--- src/rtl/rv32i_types.sv ---
// Shared types for the common-data-bus arbiter.
//   ROB_IDX_W    : ROB index width carried in a broadcast result
//   SRC_W        : width of the winning-requester index on the CDB
//   req_idx_e    : functional-unit requester numbering
//   cdb_result_t : one result as queued per requester and broadcast on the CDB
package rv32i_types;

    localparam int ROB_IDX_W = 5;
    localparam int SRC_W     = 2;

    typedef enum logic [SRC_W-1:0] {
        REQ_ALU = 2'd0,
        REQ_MUL = 2'd1,
        REQ_BR  = 2'd2,
        REQ_MEM = 2'd3
    } req_idx_e;

    typedef struct packed {
        logic [ROB_IDX_W-1:0] rob_idx;
        logic [4:0]           rd_addr;
        logic [31:0]          data;
        logic                 regf_we;
    } cdb_result_t;

endpackage

--- src/rtl/cdb_arbiter_if.sv ---
// Requester-side and broadcast-side signals of the CDB arbiter.
//   req_valid/req_ready       : per-requester push handshake
//   req_rob_idx/rd_addr/data/
//   req_regf_we               : per-requester result payload
//   cdb_valid/cdb_src         : broadcast strobe and winning requester
//   cdb_rob_idx/rd_addr/data/
//   cdb_regf_we               : broadcast payload
// Modports: master = functional units / result consumers, slave = arbiter.
interface cdb_arbiter_if #(
    parameter int NUM_REQ       = 4,
    parameter int ROB_IDX_WIDTH = 5
);
    logic [NUM_REQ-1:0]                    req_valid;
    logic [NUM_REQ-1:0]                    req_ready;
    logic [NUM_REQ-1:0][ROB_IDX_WIDTH-1:0] req_rob_idx;
    logic [NUM_REQ-1:0][4:0]               req_rd_addr;
    logic [NUM_REQ-1:0][31:0]              req_data;
    logic [NUM_REQ-1:0]                    req_regf_we;

    logic                     cdb_valid;
    logic [1:0]               cdb_src;
    logic [ROB_IDX_WIDTH-1:0] cdb_rob_idx;
    logic [4:0]               cdb_rd_addr;
    logic [31:0]              cdb_data;
    logic                     cdb_regf_we;

    modport master (
        output req_valid, req_rob_idx, req_rd_addr, req_data, req_regf_we,
        input  req_ready,
        input  cdb_valid, cdb_src, cdb_rob_idx, cdb_rd_addr, cdb_data, cdb_regf_we
    );

    modport slave (
        input  req_valid, req_rob_idx, req_rd_addr, req_data, req_regf_we,
        output req_ready,
        output cdb_valid, cdb_src, cdb_rob_idx, cdb_rd_addr, cdb_data, cdb_regf_we
    );
endinterface

--- src/rtl/cdb_result_fifo.sv ---
// Circular result queue for one functional unit.
//   clk, rst   : clock, asynchronous active-low reset
//   flush_i    : synchronous clear of all entries
//   push_i     : write data_i at the tail (ignored when full or flushing)
//   pop_i      : retire the head entry (ignored when empty or flushing)
//   head_o     : oldest entry, valid whenever nonempty_o
//   ready_o    : room for one more entry, from registered count only
//   nonempty_o : at least one entry queued
import rv32i_types::*;

module cdb_result_fifo #(
    parameter int DEPTH = 2
) (
    input  logic        clk,
    input  logic        rst,
    input  logic        flush_i,
    input  logic        push_i,
    input  cdb_result_t data_i,
    input  logic        pop_i,
    output cdb_result_t head_o,
    output logic        ready_o,
    output logic        nonempty_o
);
    localparam int PTR_W = (DEPTH > 1) ? $clog2(DEPTH) : 1;
    localparam int CNT_W = $clog2(DEPTH + 1);

    cdb_result_t        mem_q [DEPTH];
    logic [PTR_W-1:0]   head_q, head_d;
    logic [PTR_W-1:0]   tail_q, tail_d;
    logic [CNT_W-1:0]   count_q, count_d;
    logic               do_push, do_pop;

    // Explicit wrap so non-power-of-two depths stay in range.
    function automatic logic [PTR_W-1:0] wrap_inc(input logic [PTR_W-1:0] p);
        return (p == PTR_W'(DEPTH - 1)) ? '0 : p + 1'b1;
    endfunction

    assign ready_o    = (count_q < CNT_W'(DEPTH));
    assign nonempty_o = (count_q != '0);
    assign head_o     = mem_q[head_q];

    assign do_push = push_i & ready_o & ~flush_i;
    assign do_pop  = pop_i & nonempty_o & ~flush_i;

    always_comb begin
        head_d  = head_q;
        tail_d  = tail_q;
        count_d = count_q;
        if (flush_i) begin
            head_d  = '0;
            tail_d  = '0;
            count_d = '0;
        end else begin
            if (do_push) tail_d = wrap_inc(tail_q);
            if (do_pop)  head_d = wrap_inc(head_q);
            // Push and pop together leave the count unchanged.
            if (do_push && !do_pop)      count_d = count_q + 1'b1;
            else if (do_pop && !do_push) count_d = count_q - 1'b1;
        end
    end

    always_ff @(posedge clk or negedge rst) begin
        if (!rst) begin
            head_q  <= '0;
            tail_q  <= '0;
            count_q <= '0;
        end else begin
            head_q  <= head_d;
            tail_q  <= tail_d;
            count_q <= count_d;
        end
    end

    // Payload storage is never reset; occupancy alone says what is live.
    always_ff @(posedge clk) begin
        if (do_push) mem_q[tail_q] <= data_i;
    end

endmodule

--- src/rtl/cdb_arbiter.sv ---
// Common-data-bus arbiter: one result queue per functional unit, a
// round-robin pick of one non-empty queue per cycle, and a registered
// broadcast of the winner's oldest result.
//   clk   : clock
//   rst   : asynchronous active-low reset
//   flush : synchronous squash of queued and in-flight results
//   bus   : requester handshakes/payloads and the CDB broadcast (slave side)
import rv32i_types::*;

module cdb_arbiter #(
    parameter int NUM_REQ       = 4,
    parameter int DEPTH         = 2,
    parameter int ROB_IDX_WIDTH = ROB_IDX_W
) (
    input  logic          clk,
    input  logic          rst,
    input  logic          flush,
    cdb_arbiter_if.slave  bus
);
    localparam int PTR_W = (NUM_REQ > 1) ? $clog2(NUM_REQ) : 1;

    cdb_result_t        push_data [NUM_REQ];
    cdb_result_t        head_data [NUM_REQ];
    logic [NUM_REQ-1:0] push, pop, nonempty, ready;

    logic [PTR_W-1:0]   rr_ptr_q, rr_ptr_d;
    logic [PTR_W-1:0]   cand;
    logic [PTR_W-1:0]   grant_idx;
    logic               grant_vld;

    logic               cdb_valid_q, cdb_valid_d;
    logic [SRC_W-1:0]   cdb_src_q, cdb_src_d;
    cdb_result_t        cdb_res_q, cdb_res_d;

    for (genvar i = 0; i < NUM_REQ; i++) begin : g_fifo
        assign push_data[i] = '{
            rob_idx: ROB_IDX_W'(bus.req_rob_idx[i]),
            rd_addr: bus.req_rd_addr[i],
            data:    bus.req_data[i],
            regf_we: bus.req_regf_we[i]
        };
        assign push[i] = bus.req_valid[i] & ready[i] & ~flush;
        assign pop[i]  = grant_vld & ~flush & (grant_idx == PTR_W'(i));

        cdb_result_fifo #(.DEPTH(DEPTH)) u_fifo (
            .clk        (clk),
            .rst        (rst),
            .flush_i    (flush),
            .push_i     (push[i]),
            .data_i     (push_data[i]),
            .pop_i      (pop[i]),
            .head_o     (head_data[i]),
            .ready_o    (ready[i]),
            .nonempty_o (nonempty[i])
        );
    end

    assign bus.req_ready = ready;

    // Round-robin search from rr_ptr: scanning offsets high-to-low lets the
    // smallest offset (closest to rr_ptr) overwrite any later candidate.
    always_comb begin
        grant_vld = 1'b0;
        grant_idx = '0;
        cand      = '0;
        for (int k = NUM_REQ - 1; k >= 0; k--) begin
            cand = PTR_W'((int'(rr_ptr_q) + k) % NUM_REQ);
            if (nonempty[cand]) begin
                grant_vld = 1'b1;
                grant_idx = cand;
            end
        end
    end

    always_comb begin
        rr_ptr_d    = rr_ptr_q;
        cdb_valid_d = 1'b0;
        cdb_src_d   = '0;
        cdb_res_d   = '0;
        if (flush) begin
            rr_ptr_d = '0;
        end else if (grant_vld) begin
            rr_ptr_d    = (grant_idx == PTR_W'(NUM_REQ - 1)) ? '0 : grant_idx + 1'b1;
            cdb_valid_d = 1'b1;
            cdb_src_d   = SRC_W'(grant_idx);
            cdb_res_d   = head_data[grant_idx];
        end
    end

    always_ff @(posedge clk or negedge rst) begin
        if (!rst) begin
            rr_ptr_q    <= '0;
            cdb_valid_q <= 1'b0;
            cdb_src_q   <= '0;
            cdb_res_q   <= '0;
        end else begin
            rr_ptr_q    <= rr_ptr_d;
            cdb_valid_q <= cdb_valid_d;
            cdb_src_q   <= cdb_src_d;
            cdb_res_q   <= cdb_res_d;
        end
    end

    assign bus.cdb_valid   = cdb_valid_q;
    assign bus.cdb_src     = cdb_src_q;
    assign bus.cdb_rob_idx = ROB_IDX_WIDTH'(cdb_res_q.rob_idx);
    assign bus.cdb_rd_addr = cdb_res_q.rd_addr;
    assign bus.cdb_data    = cdb_res_q.data;
    assign bus.cdb_regf_we = cdb_res_q.regf_we;

endmodule

--- src/flat_wrapper.sv ---
// flat-port wrapper written by rule: the top's interface ports become plain ports
module cdb_arbiter_flat 
#(
    parameter int NUM_REQ       = 4,
    parameter int DEPTH         = 2,
    parameter int ROB_IDX_WIDTH = ROB_IDX_W
)
  (clk, rst, flush, bus_req_valid, bus_req_rob_idx, bus_req_rd_addr, bus_req_data, bus_req_regf_we, bus_req_ready, bus_cdb_valid, bus_cdb_src, bus_cdb_rob_idx, bus_cdb_rd_addr, bus_cdb_data, bus_cdb_regf_we);
  cdb_arbiter_if #(.NUM_REQ(NUM_REQ), .ROB_IDX_WIDTH(ROB_IDX_WIDTH)) bus_i ();
  input  logic clk;
  input  logic rst;
  input  logic flush;
  input wire logic [$bits(bus_i.req_valid)-1:0] bus_req_valid;
  input wire logic [$bits(bus_i.req_rob_idx)-1:0] bus_req_rob_idx;
  input wire logic [$bits(bus_i.req_rd_addr)-1:0] bus_req_rd_addr;
  input wire logic [$bits(bus_i.req_data)-1:0] bus_req_data;
  input wire logic [$bits(bus_i.req_regf_we)-1:0] bus_req_regf_we;
  output wire logic [$bits(bus_i.req_ready)-1:0] bus_req_ready;
  output wire logic [$bits(bus_i.cdb_valid)-1:0] bus_cdb_valid;
  output wire logic [$bits(bus_i.cdb_src)-1:0] bus_cdb_src;
  output wire logic [$bits(bus_i.cdb_rob_idx)-1:0] bus_cdb_rob_idx;
  output wire logic [$bits(bus_i.cdb_rd_addr)-1:0] bus_cdb_rd_addr;
  output wire logic [$bits(bus_i.cdb_data)-1:0] bus_cdb_data;
  output wire logic [$bits(bus_i.cdb_regf_we)-1:0] bus_cdb_regf_we;
  assign bus_i.req_valid = bus_req_valid;
  assign bus_i.req_rob_idx = bus_req_rob_idx;
  assign bus_i.req_rd_addr = bus_req_rd_addr;
  assign bus_i.req_data = bus_req_data;
  assign bus_i.req_regf_we = bus_req_regf_we;
  assign bus_req_ready = bus_i.req_ready;
  assign bus_cdb_valid = bus_i.cdb_valid;
  assign bus_cdb_src = bus_i.cdb_src;
  assign bus_cdb_rob_idx = bus_i.cdb_rob_idx;
  assign bus_cdb_rd_addr = bus_i.cdb_rd_addr;
  assign bus_cdb_data = bus_i.cdb_data;
  assign bus_cdb_regf_we = bus_i.cdb_regf_we;
  cdb_arbiter #(.NUM_REQ(NUM_REQ), .DEPTH(DEPTH), .ROB_IDX_WIDTH(ROB_IDX_WIDTH)) u_core (.clk(clk), .rst(rst), .flush(flush), .bus(bus_i));
endmodule
--- config.mk ---
export PLATFORM = sky130hd
export DESIGN_NAME = cdb_arbiter_flat
export DESIGN_NICKNAME = d
export VERILOG_FILES = /design/src/rtl/rv32i_types.sv /design/src/rtl/cdb_arbiter_if.sv /design/src/rtl/cdb_result_fifo.sv /design/src/rtl/cdb_arbiter.sv /design/src/flat_wrapper.sv
export SDC_FILE = /design/constraint.sdc
export NUM_CORES = 1
export LEC_CHECK = 0
export CAP_MARGIN = 20
export CORE_ASPECT_RATIO = 0.6
export CORE_UTILIZATION = 49
export DETAILED_ROUTE_END_ITERATION = 10
export PLACE_DENSITY = 0.84
export SYNTH_ARGS = -nofsm -noshare
export SYNTH_HDL_FRONTEND = slang
export SYNTH_HIERARCHICAL = 1
export SYNTH_SLANG_ARGS = --single-unit
--- constraint.sdc ---
create_clock -name clk -period 4.35 [get_ports clk]
set_input_delay 0.87 -clock clk [delete_from_list [all_inputs] [get_ports clk]]
set_output_delay 0.87 -clock clk [all_outputs]
set_load 0.005 [all_outputs]
# ---- Word-level counts from Yosys, hierarchy flattened
# Memory sizes are Yosys's and may differ from the RTL's.
# Cells that the tools add are included.
dict set report op_classes {
  add_sub_neg 20
  magnitude_cmp 9
  n_eq_ne 3
  muxes 72
  n_bitwise 31
  n_reduce_logical 34
}
# op n
set op_table {}
lappend op_table {{$mux W43} 4}
lappend op_table {{$bmux W43 S2} 1}
lappend op_table {{$mux W1} 42}
lappend op_table {{$mux W2} 21}
lappend op_table {{$and A1 B1 Y1} 29}
lappend op_table {{$reduce_bool A2 Y1} 13}
lappend op_table {{$add A2 B1 Y2 const B} 6}
lappend op_table {{$lt A2 B3 Y1 const B} 4}
lappend op_table {{$reduce_bool A3 Y1} 4}
lappend op_table {{$add A1 B1 Y1 const B} 8}
lappend op_table {{$bmux W1 S2} 4}
lappend op_table {{$logic_and A1 B1 Y1} 8}
lappend op_table {{$logic_not A1 Y1} 8}
lappend op_table {{$lt A2 B2 Y1 const B} 4}
lappend op_table {{$sub A2 B1 Y2 const B} 4}
lappend op_table {{$add A2 B2 Y2 const B} 2}
lappend op_table {{$eq A2 B2 Y1 const B} 2}
lappend op_table {{$ge A3 B3 Y1 const B} 1}
lappend op_table {{$not A2 Y3} 1}
lappend op_table {{$eq A2 B1 Y1 const B} 1}
lappend op_table {{$logic_not A2 Y1} 1}
lappend op_table {{$not A1 Y1} 1}
dict set report word_totals {
  ff_bits 64
  ram_bits 344
  in_bits 179
  word_cells 192
  memories 4
}
# name depth width read_ports rd_clocked_by_memory_dff write_ports line
set mem_list {}
lappend mem_list {{u_core.g_fifo[0].u_fifo.mem_q} 2 43 1 0 1 cdb_result_fifo.sv:27} ;# cdb_result_t mem_q [DEPTH];
lappend mem_list {{u_core.g_fifo[1].u_fifo.mem_q} 2 43 1 0 1 cdb_result_fifo.sv:27}
lappend mem_list {{u_core.g_fifo[2].u_fifo.mem_q} 2 43 1 0 1 cdb_result_fifo.sv:27}
lappend mem_list {{u_core.g_fifo[3].u_fifo.mem_q} 2 43 1 0 1 cdb_result_fifo.sv:27}

# ---- Logic depth before layout (Yosys ltp)
# Gate-level depths: netlist of the first run.
dict set report depth {
  ltp_word 15
  mapped_depth 13
}

# ---- Hierarchy
# Netlist of the first run, hierarchy kept.
# module n_inst cells_each area_per_inst_um2 seq_area_each_um2
set by_module_without_submodules {}
lappend by_module_without_submodules {{cdb_result_fifo (u_core.g_fifo[1].u_fifo ...)} 3 156 3359.5 2682.6}
lappend by_module_without_submodules {{cdb_result_fifo (u_core.g_fifo[0].u_fifo)} 1 157 3527.1 2682.6}
lappend by_module_without_submodules {cdb_arbiter 1 237 2881.5 1201.2}

# ---- Worst setup path before layout of the first run
# No wires, ideal clock.
dict set report synth_path {
  kind {input port to flip-flop}
  from {input flush}
  to {memory u_core/g_fifo[1].u_fifo/mem_q[1][0] (netlist bit) (enable)}
  setup_ns 0.506
  arrival_time_ns 4.508
  required_ns 3.844
  setup_slack_ns -0.664
  cell_stages 4
  path_cell_list {buf_6 nor2_1 nand2b_4 nor3b_1}
}
dict set report synth_via {
  elab_chain_len 6
}
# element line
set synth_lines {}
lappend synth_lines {{from (decl)} flat_wrapper.sv:12} ;# input logic flush;
lappend synth_lines {{$not A1 Y1} cdb_arbiter.sv:42} ;# assign push[i] = bus.req_valid[i] & ready[i] & ~flush;
lappend synth_lines {{$and A1 B1 Y1} cdb_arbiter.sv:42}
lappend synth_lines {{named net u_core.push[1]} cdb_arbiter.sv:24} ;# logic [NUM_REQ-1:0] push, pop, nonempty, ready;
lappend synth_lines {{$and A1 B1 Y1 (2 in series)} cdb_result_fifo.sv:42} ;# assign do_push = push_i & ready_o & ~flush_i;
lappend synth_lines {{$mux W1} cdb_result_fifo.sv:76} ;# if (do_push) mem_q[tail_q] <= data_i;
lappend synth_lines {{$mux W1 (not written as such)} cdb_result_fifo.sv:76}
lappend synth_lines {{to (decl)} cdb_result_fifo.sv:27}
# The timed path passes the listed nets, and every way through them passes these cells.

# ---- Worst setup path in the final report of the first run
dict set report layout_path {
  from {input flush}
  to {memory u_core/g_fifo[2].u_fifo/mem_q[0][6] (netlist bit) (enable)}
}
dict set report layout_via {
  elab_chain_len 6
}
# element line
set layout_lines {}
lappend layout_lines {{$not A1 Y1} cdb_arbiter.sv:42}
lappend layout_lines {{$and A1 B1 Y1} cdb_arbiter.sv:42}
lappend layout_lines {{named net u_core.push[2]} cdb_arbiter.sv:24}
lappend layout_lines {{$and A1 B1 Y1 (2 in series)} cdb_result_fifo.sv:42}
lappend layout_lines {{$mux W1} cdb_result_fifo.sv:76}
lappend layout_lines {{$mux W1 (not written as such)} cdb_result_fifo.sv:76}
lappend layout_lines {{to (decl)} cdb_result_fifo.sv:27}
# The timed path passes the listed nets, and every way through them passes these cells.

==> flow_metrics.tcl, run 1 <==
set metrics [dict create \
    cts_resized 0 \
    root_buffer "clkbuf_16" \
    hold_path_class "primary input to async pin" \
    startpoint_type "primary input" \
    pin_count 229 \
    port_buffers 228 \
    dieWidth_um 238.8 \
    ys_types 40 \
    critPathKind "primary input to flop" \
    holdBufCountCts 0 \
    yosys.area.top_type_share_pct 62.65 \
    cts_sinks 408 \
    clk_path_buf_depth 3 \
    startpoint "flush" \
    antenna_found_initial 1 \
    max_stage_delay_ns 0.79 \
    finalSetupViolCount 0 \
    cts_made_buffers 36 \
    cp_max_fo 16 \
    crit_path_end "u_core/g_fifo[2].u_fifo/mem_q[0][6]" \
    critical_path_depth 5 \
    syn_nets 1045 \
    clkLatencyLatePin_ns 0.53 \
    drt-vias-per-instance 5.450 \
    dpl.hpwl_um 24750 \
    ir_drop_mv 0.2773 \
    rr_worst_depth 6 \
    r2r_setup_slack_ns 1.56 \
    drv_slew 0 \
    period_minus_slack_ns 2.951 \
    cellPowerDensity_nw_per_um2 429.9 \
    synth.most_common_cell "edfxtp_1" \
    drive_above_1_share_pct 25.64 \
    synthCells 862 \
    yosys-top-cells-count "edfxtp_1 (344), mux2_2 (124), mux2i_1 (88), dfrtp_1 (64), mux2_4 (51)" \
    fmax_ghz 0.3389 \
    crit_required_ns 4.57 \
    fin_setup_tns_ns 0 \
    grt_overflow 0 \
    critical_path_arrival_ns 3.17 \
    syn2layout_area_growth_pct 23.37 \
    path_cells "clkdlybuf4s50_1 > nor2_1 > nand2b_4 > nor3_4 > buf_4" \
    gp_congestion 0.8194 \
    finalWirelength_um 37910 \
    crit_buf_inv 2 \
    yosysWarnings 6 \
    hold_viol 0 \
    detail_route.wl_per_cell_um 23.95 \
    dr.pass1.iters 5 \
    maxCapViolCount 0 \
    avgSynthCellArea_um2 19.13 \
    fin_nets 1288 \
    clkTransAtPathRegs_ns 0.06 \
    first_iter_violations 602 \
    fillers 2345 \
    cellLeakagePower_nw 7.419 \
    grt.total_usage_pct 22.29 \
    start_util_pct 50.37 \
    critPathTopFamily "simple AND/OR/NAND/NOR gates" \
    tightest_slew_ns 0.9751 \
    rows 51 \
    final_util_pct 62.14 \
    grt_setup_unrepaired "false" \
    worstReg2RegEnd "u_core/bus.cdb_data[3]" \
    synth_area_leaders "edfxtp_1 (63%), dfrtp_1 (9.7%), mux2_2 (8.5%)" \
    grt_max_degree 65 \
    synthesis.area_um2 16490 \
    ys_ff_latch 408 \
    h-tree-depth 2 \
    cts_setup_buffers 0 \
    tritoncts "done" \
    synth_edf_count 344 \
    cp_slowest_cell "clkdlybuf4s50_1" \
    fp.dieH_um 144.1 \
    async_flop_share_pct 15.69 \
    ys_seq_area_share_pct 72.37 \
    drc 0 \
    period_share_pct 67.83 \
    skew_ns 0.01745 \
    ys.flop_type "edfxtp_1" \
    rr_startpoint "u_core/g_fifo[3].u_fifo/count_q[1]" \
    status "finished, final reports clean" \
    end_kind "flop" \
    synth_top_area_cell "edfxtp_1" \
    grt_pass1_wl_um 55140 \
    dr_total_vias 8628 \
    design.die.area_um2 34410 \
    ant_nets 0 \
    grt_pass1_vias 9138 \
    max_slew_margin_pct 34.99 \
    core_um2 32740 \
]
## final cells by class
type	count	area [um^2]	area share, %
sequential	408	11940	58.69
multi-input combinational	407	4184	20.57
timing repair buffer	244	2462	12.11
clock buffer	48	977.2	4.804
tap	450	563.0	2.768
clock inverter	16	180.2	0.8858
inverter	8	30.03	0.1476
antenna	2	5.005	0.02460
## worst min-delay path by stage
stage | to | cells past startpoint
2_1_floorplan | u_core/g_fifo[0].u_fifo/count_q[0] | 2
3_5_place_dp | u_core/g_fifo[0].u_fifo/count_q[1] | 2
4_1_cts | u_core/bus.cdb_data[24] | 1
3_3_place_gp | u_core/g_fifo[0].u_fifo/count_q[0] | 2
6_report | u_core/bus.cdb_data[23] | 1
5_1_grt | u_core/bus.cdb_data[24] | 1
## metrics by stage
step                      power (mW)  worst slack (ns)  hold WS [ns]  instances  cell area [um^2]
after floorplan                5.134            0.8475        0.5214        862             16530
after global placement         5.621            0.9197        0.5667       1517             19180
after detailed placement       5.652            0.8761        0.5899       1517             19180
after CTS                      8.808             1.420        0.5137       1581             20340
after global routing           9.036             1.263        0.5621       1582             20340
final                          8.745             1.399        0.4969       1583             20340
## cells in the final DEF, fill, tap and decap left out, types with 2 or more instances in the layout
master           instances
xor2_1                   8
clkbuf_16               37
a21oi_1                  6
o21ai_0                  8
mux2_4                  51
edfxtp_1               344
clkinv_2                 6
inv_1                    7
o22ai_2                 15
and2_1                   4
nand2_4                  2
buf_12                   5
clkinv_1                 4
clkdlybuf4s50_1        227
dfrtp_1                 60
a21oi_2                  3
nor3_4                   4
o22ai_1                 28
nand2_1                  9
nor2_1                  15
diode_2                  2
buf_4                   12
ha_1                     4
mux2i_1                 88
nand2b_1                 4
bufinv_16                4
clkinvlp_4               2
nor3_1                   2
nand2b_4                 4
dfrtp_2                  3
or2_2                    4
nor2b_1                  7
clkbuf_1                10
nor2b_2                  3
mux2_2                 124
nor3b_4                  4
## kinds of logic after synthesis
| family | Yosys count | synth area share [%] |
|---|---|---|
| compound gates | 64 | 3.134 |
| xor+xnor | 8 | 0.4250 |
| fa+ha+maj | 4 | 0.3036 |
| buf+inv | 47 | 2.800 |
| flops | 408 | 72.37 |
| mux | 263 | 18.46 |
| simple gates | 68 | 2.512 |
## report_power, final
group	internal [mW]	leakage, nW	switching (mW)
combinational	0.560	2.88	0.494
sequential	4.41	3.98	0.101
clock	1.82	0.562	1.35
## routing by layer
metal	wire length, um	global-route usage [%]
met5	0	0
met1	16210	30.20
met3	2773	4.906
met4	803	6.174
met2	18120	36.58
## state kept, by name (all words and copies together), names as in the netlist
register	count
u_core/g_fifo.u_fifo/mem_q	344
u_core/bus.cdb_src	2
u_core/g_fifo.u_fifo/count_q	8
u_core/g_fifo.u_fifo/head_q	4
u_core/bus.cdb_data	32
u_core/bus.cdb_valid	1
u_core/rr_ptr_q	2
u_core/bus.cdb_rob_idx	5
u_core/bus.cdb_rd_addr	5
u_core/g_fifo.u_fifo/tail_q	4
u_core/bus.cdb_regf_we	1
(Power assumes the default switching activity.)
==> inputs of run 2 (changes only) <==
--- a/config.mk
+++ b/config.mk
@@ -7,9 +7,9 @@
 export LEC_CHECK = 0
 export CAP_MARGIN = 20
 export CORE_ASPECT_RATIO = 0.6
-export CORE_UTILIZATION = 49
+export CORE_UTILIZATION = 55
 export DETAILED_ROUTE_END_ITERATION = 10
-export PLACE_DENSITY = 0.84
+export PLACE_DENSITY = 0.88
 export SYNTH_ARGS = -nofsm -noshare
 export SYNTH_HDL_FRONTEND = slang
 export SYNTH_HIERARCHICAL = 1
==> constraint.sdc (replaced) <==
create_clock -name clk -period 3.1 [get_ports clk]
set_input_delay 0.62 -clock clk [delete_from_list [all_inputs] [get_ports clk]]
set_output_delay 0.62 -clock clk [all_outputs]
set_load 0.005 [all_outputs]
==> run 2 against run 1 <==
  * Via count increased by 2.0%
  * Cell count decreased by 2.1%
  * Largest power group unchanged
  * Count of clock-buffer cells in the layout grew 5
  * Wire length up 1.3%
  * Worst setup slack worse by 1.0 ns
  * Sequential share of layout area decreased by 0.25 points
  * Highest routed layer is now met5
  * Register-to-register slack worse by 1.2 ns
==> flow_metrics.tcl, run 2 (synthesized netlist as in run 1, its figures left out) <==
set metrics [dict create \
    gp_congestion 0.8255 \
    dr_total_vias 8803 \
    holdBufCountCts 0 \
    grt_pass1_vias 9092 \
    cts_sinks 408 \
    top_register "u_core/g_fifo.u_fifo/mem_q" \
    r2r_setup_slack_ns 0.40 \
    root_buffer "clkbuf_16" \
    worstReg2RegEnd "u_core/bus.cdb_data[20]" \
    cellLeakagePower_nw 7.521 \
    fin_nets 1305 \
    max_slew_margin_pct 38.15 \
    hold_path_class "primary input to async pin" \
    clk_path_buf_depth 3 \
    grt_overflow 0 \
    finalWirelength_um 38390 \
    drc 0 \
    cts_setup_buffers 0 \
    startpoint_type "flop" \
    fin_setup_tns_ns 0 \
    period_share_pct 87.11 \
    cts_made_buffers 37 \
    period_minus_slack_ns 2.700 \
    final_util_pct 70.13 \
    layout_commonest_cell "edfxtp_1" \
    cellPowerDensity_nw_per_um2 603.8 \
    clkTransAtPathRegs_ns 0.07 \
    dieWidth_um 225.5 \
    swShare_pct 22.47 \
    clkLatencyLatePin_ns 0.53 \
    drt-vias-per-instance 5.683 \
    p_clk_share_pct 36.2 \
    antenna_found_initial 6 \
    h-tree-depth 2 \
    fillers 1768 \
    hold_viol 0 \
    dpl.hpwl_um 26110 \
    end_kind "flop" \
    final_cell_mix "edfxtp_1 (344), clkdlybuf4s50_1 (227), mux2_2 (124)" \
    start_util_pct 56.60 \
    drv_slew 0 \
    ant_nets 0 \
    rows 48 \
    critPathKind "flop to flop" \
    multi_input_area_um2 4184 \
    skew_ns 0.01137 \
    max_stage_delay_ns 0.54 \
    finalSetupViolCount 0 \
    status "finished, final reports clean" \
    p_int_mw 9.562 \
    tightest_slew_ns 0.9277 \
    core_um2 29130 \
    grt_max_degree 65 \
    cts_resized 0 \
    syn2layout_area_growth_pct 23.90 \
    dr.pass1.iters 5 \
    design.die.area_um2 30700 \
    fp.dieH_um 136.1 \
    place_area_um2 19260 \
    drive_above_1_share_pct 26.68 \
    port_buffers 228 \
    combPwrFrac_pct 12.7 \
    grt.total_usage_pct 25.46 \
    rr_worst_depth 6 \
    pin_count 229 \
    grt_setup_unrepaired "false" \
    detail_route.wl_per_cell_um 24.78 \
    critical_path_arrival_ns 3.07 \
    fmax_ghz 0.3703 \
    seqPwrFrac_pct 51.1 \
    rr_startpoint "u_core/g_fifo[3].u_fifo/count_q[1]" \
    cp_max_fo 50 \
    tritoncts "done" \
    crit_required_ns 3.47 \
    grt_pass1_wl_um 55950 \
    largest_reg_flops 344 \
    path_cells "or2_2 > or2_1 > nand4_1 > buf_12 > mux2i_1 > o22ai_1" \
    switchingPower_mw 2.772 \
    design_area_um2 20430 \
    first_iter_violations 660 \
    ff_latch_area_um2 11940 \
    maxCapViolCount 0 \
    ir_drop_mv 0.4735 \
    cp_slowest_cell "mux2i_1" \
]
run 2: critical path: cells and delay by family, from the launching register on:
family	cells	cell delay [ns]
AND/OR/NAND/NOR	3	0.98
multiplexers	1	0.54
flip-flops	1	0.43
buffers and inverters	1	0.39
AO/OA/AOI/OAI	1	0.19
run 2: area by class of cell:
type	count	area share (%)
antenna	2	0.02450
clock buffer	53	5.023
clock inverter	11	0.6615
inverter	8	0.1470
multi-input combinational	407	20.48
sequential	408	58.45
tap	400	2.450
timing repair buffer	260	12.76
run 2: routing by layer:
metal | routed length, um | track usage, % | vias to the layer above
met5 | 64 | 0 | -
li1 | - | - | 3852
met2 | 17610 | 39.99 | 372
met3 | 3003 | 5.295 | 52
met1 | 17150 | 36.94 | 4517
met4 | 558 | 5.669 | 10
run 2: through the flow:
stage               power (mW)  instances  setup slack (ns)  hold WS [ns]
finish                   12.33       1549            0.3996        0.2263
global route             12.71       1547            0.3460        0.3029
CTS                      12.39       1547            0.4723        0.2532
detailed placement       7.976       1483            0.2985        0.5760
global placement         7.933       1483            0.3760        0.5764
floorplan                7.210        862            0.4206        0.3244
run 2: how the worst max path moves through the flow:
stage                                       start                              endpoint  slack [ns]  cells past startpoint
6_report       u_core/g_fifo[3].u_fifo/count_q[1]               u_core/bus.cdb_data[20]        0.40                      6
5_1_grt        u_core/g_fifo[3].u_fifo/count_q[1]               u_core/bus.cdb_data[20]        0.35                      7
4_1_cts        u_core/g_fifo[3].u_fifo/count_q[1]               u_core/bus.cdb_data[20]        0.47                      6
3_5_place_dp                                flush  u_core/g_fifo[2].u_fifo/mem_q[1][32]        0.30                      5
3_3_place_gp                                flush   u_core/g_fifo[2].u_fifo/mem_q[1][3]        0.38                      5
2_1_floorplan                               flush   u_core/g_fifo[1].u_fifo/mem_q[1][0]        0.42                      4
run 2: power by group through the flow:
stage	combinational, mW	clock, mW	sequential, mW
6_report	1.56	4.46	6.31
5_1_grt	1.65	4.74	6.32
4_1_cts	1.57	4.52	6.31
3_5_place_dp	1.55	0	6.42
3_3_place_gp	1.52	0	6.42
2_1_floorplan	0.826	0	6.38
==> inputs of run 3 (changes only) <==
--- a/config.mk
+++ b/config.mk
@@ -10,6 +10,7 @@
 export CORE_UTILIZATION = 55
 export DETAILED_ROUTE_END_ITERATION = 10
 export PLACE_DENSITY = 0.88
+export RECOVER_POWER = 100
 export SYNTH_ARGS = -nofsm -noshare
 export SYNTH_HDL_FRONTEND = slang
 export SYNTH_HIERARCHICAL = 1
==> run 3 against run 2 <==
  * The flow now finishes with violations (capacitance limit, slew limit)
  * Core utilization decreased by 0.96 points
  * Count of clock-buffer cells in the layout unchanged
  * Sequential share of layout area increased by 0.81 points
  * Die area unchanged
  * Largest cell class unchanged
  * Highest routed layer unchanged
==> flow_metrics.tcl, run 3 (synthesized netlist as in run 1, its figures left out) <==
set metrics [dict create \
    status "finished with violations" \
    violations "capacitance limit, slew limit" \
    cts_sinks 408 \
    grt_pass1_vias 9092 \
    pin_count 229 \
    ir_drop_mv 0.4682 \
    gp_congestion 0.8255 \
    first_iter_violations 710 \
    period_minus_slack_ns 2.816 \
    cts_setup_buffers 0 \
    antenna_found_initial 8 \
    rr_startpoint "u_core/g_fifo[3].u_fifo/count_q[1]" \
    clk_path_buf_depth 3 \
    design.die.area_um2 30700 \
    root_buffer "clkbuf_16" \
    fp.dieH_um 136.1 \
    drv_slew 65 \
    cellPowerDensity_nw_per_um2 605.1 \
    grt.total_usage_pct 25.46 \
    dr.pass1.iters 7 \
    grt.met3_usage_pct 5.295 \
    hold_viol 0 \
    critPathKind "primary input to flop" \
    fillers 1820 \
    ant_nets 0 \
    cts_resized 0 \
    holdBufCountCts 0 \
    fin_nets 1305 \
    end_kind "flop" \
    start_util_pct 56.60 \
    finalWirelength_um 38510 \
    drt-vias-per-instance 5.702 \
    core_um2 29130 \
    grt_pass1_wl_um 55950 \
    worstReg2RegEnd "u_core/bus.cdb_rd_addr[2]" \
    drive_above_1_share_pct 24.06 \
    drc 0 \
    use_met2_pct 39.99 \
    cp_max_fo 19 \
    h-tree-depth 2 \
    fmax_ghz 0.3551 \
    cellLeakagePower_nw 7.572 \
    layout_commonest_cell "edfxtp_1" \
    grt_overflow 0 \
    rows 48 \
    largest_reg_flops 344 \
    finalSetupViolCount 0 \
    dpl.cell_count 1483 \
    grt_max_degree 65 \
    syn2layout_area_growth_pct 22.21 \
    final_util_pct 69.17 \
    cts_made_buffers 37 \
    rr_worst_depth 7 \
    grt_setup_unrepaired "false" \
    top_usage_layer "met2" \
    tightest_slew_ns 1.825 \
    clkTransAtPathRegs_ns 0.07 \
    crit_required_ns 3.22 \
    skew_ns 0.01214 \
    place_area_um2 19260 \
    period_share_pct 90.84 \
    clkLatencyLatePin_ns 0.52 \
    final_cell_mix "edfxtp_1 (344), dlygate4sd3_1 (223), mux2_2 (124)" \
    r2r_setup_slack_ns 0.33 \
    fin_setup_tns_ns 0 \
    port_buffers 228 \
    dieWidth_um 225.5 \
    top_register "u_core/g_fifo.u_fifo/mem_q" \
    dr_total_vias 8832 \
    dpl.hpwl_um 26110 \
    max_slew_margin_pct -21.67 \
    startpoint_type "primary input" \
    critical_path_arrival_ns 2.94 \
    stdcell_count 1549 \
    tritoncts "done" \
    detail_route.wl_per_cell_um 24.86 \
    startpoint "flush" \
    maxCapViolCount 1 \
    design_area_um2 20150 \
    hold_path_class "primary input to async pin" \
    met1_usage_pct 36.94 \
]
[run 3: final cells by class]
| cell class | count | area, um^2 | share of cell area [%] |
|---|---|---|---|
| Clock buffer | 53 | 1026 | 5.092 |
| Inverter | 8 | 30.03 | 0.1490 |
| Antenna cell | 2 | 5.005 | 0.02484 |
| Timing Repair Buffer | 260 | 2509 | 12.45 |
| Multi-Input combinational cell | 407 | 4004 | 19.87 |
| Sequential cell | 408 | 11940 | 59.26 |
| Tap cell | 400 | 500.5 | 2.484 |
| Clock inverter | 11 | 135.1 | 0.6707 |
[run 3: worst max-delay path by stage]
stage	to	slack, ns	cells after the start
floorplan	u_core/g_fifo[1].u_fifo/mem_q[1][0]	0.42	4
global placement	u_core/g_fifo[2].u_fifo/mem_q[1][3]	0.38	5
detailed placement	u_core/g_fifo[2].u_fifo/mem_q[1][32]	0.30	5
CTS	u_core/bus.cdb_data[20]	0.47	6
global route	u_core/g_fifo[2].u_fifo/mem_q[0][14]	0.20	5
finish	u_core/g_fifo[0].u_fifo/mem_q[0][39]	0.28	5
[run 3: layer usage]
metal / wire length, um / up-vias / share of wire, %
met3: 3040 / 51 / 7.9
met4: 529 / 12 / 1.4
met1: 17090 / 4554 / 44
met5: 78 / - / 0.20
li1: - / 3851 / -
met2: 17780 / 364 / 46
[run 3: per-stage QoR]
stage                     worst slack [ns]  power (mW)  hold WS, ns
after floorplan                     0.4206       7.210       0.3244
after global placement              0.3760       7.933       0.5764
after detailed placement            0.2985       7.976       0.5760
after CTS                           0.4723       12.39       0.2532
after global routing                0.1993       12.57       0.6205
final                               0.2839       12.19       0.5773
[run 3: power by group]
part | total [mW] | switching [mW] | internal (mW) | leakage [nW]
combinational | 1.43 | 0.731 | 0.699 | 3.03
sequential | 6.30 | 0.108 | 6.20 | 3.98
clock | 4.46 | 1.90 | 2.56 | 0.569
[run 3: critical path, cell delays in order]
cell           delay [ns]
dlygate4sd3_1        0.72
nor2_1               0.29
nand2b_4             0.12
nor3_4               0.13
clkbuf_1             1.04
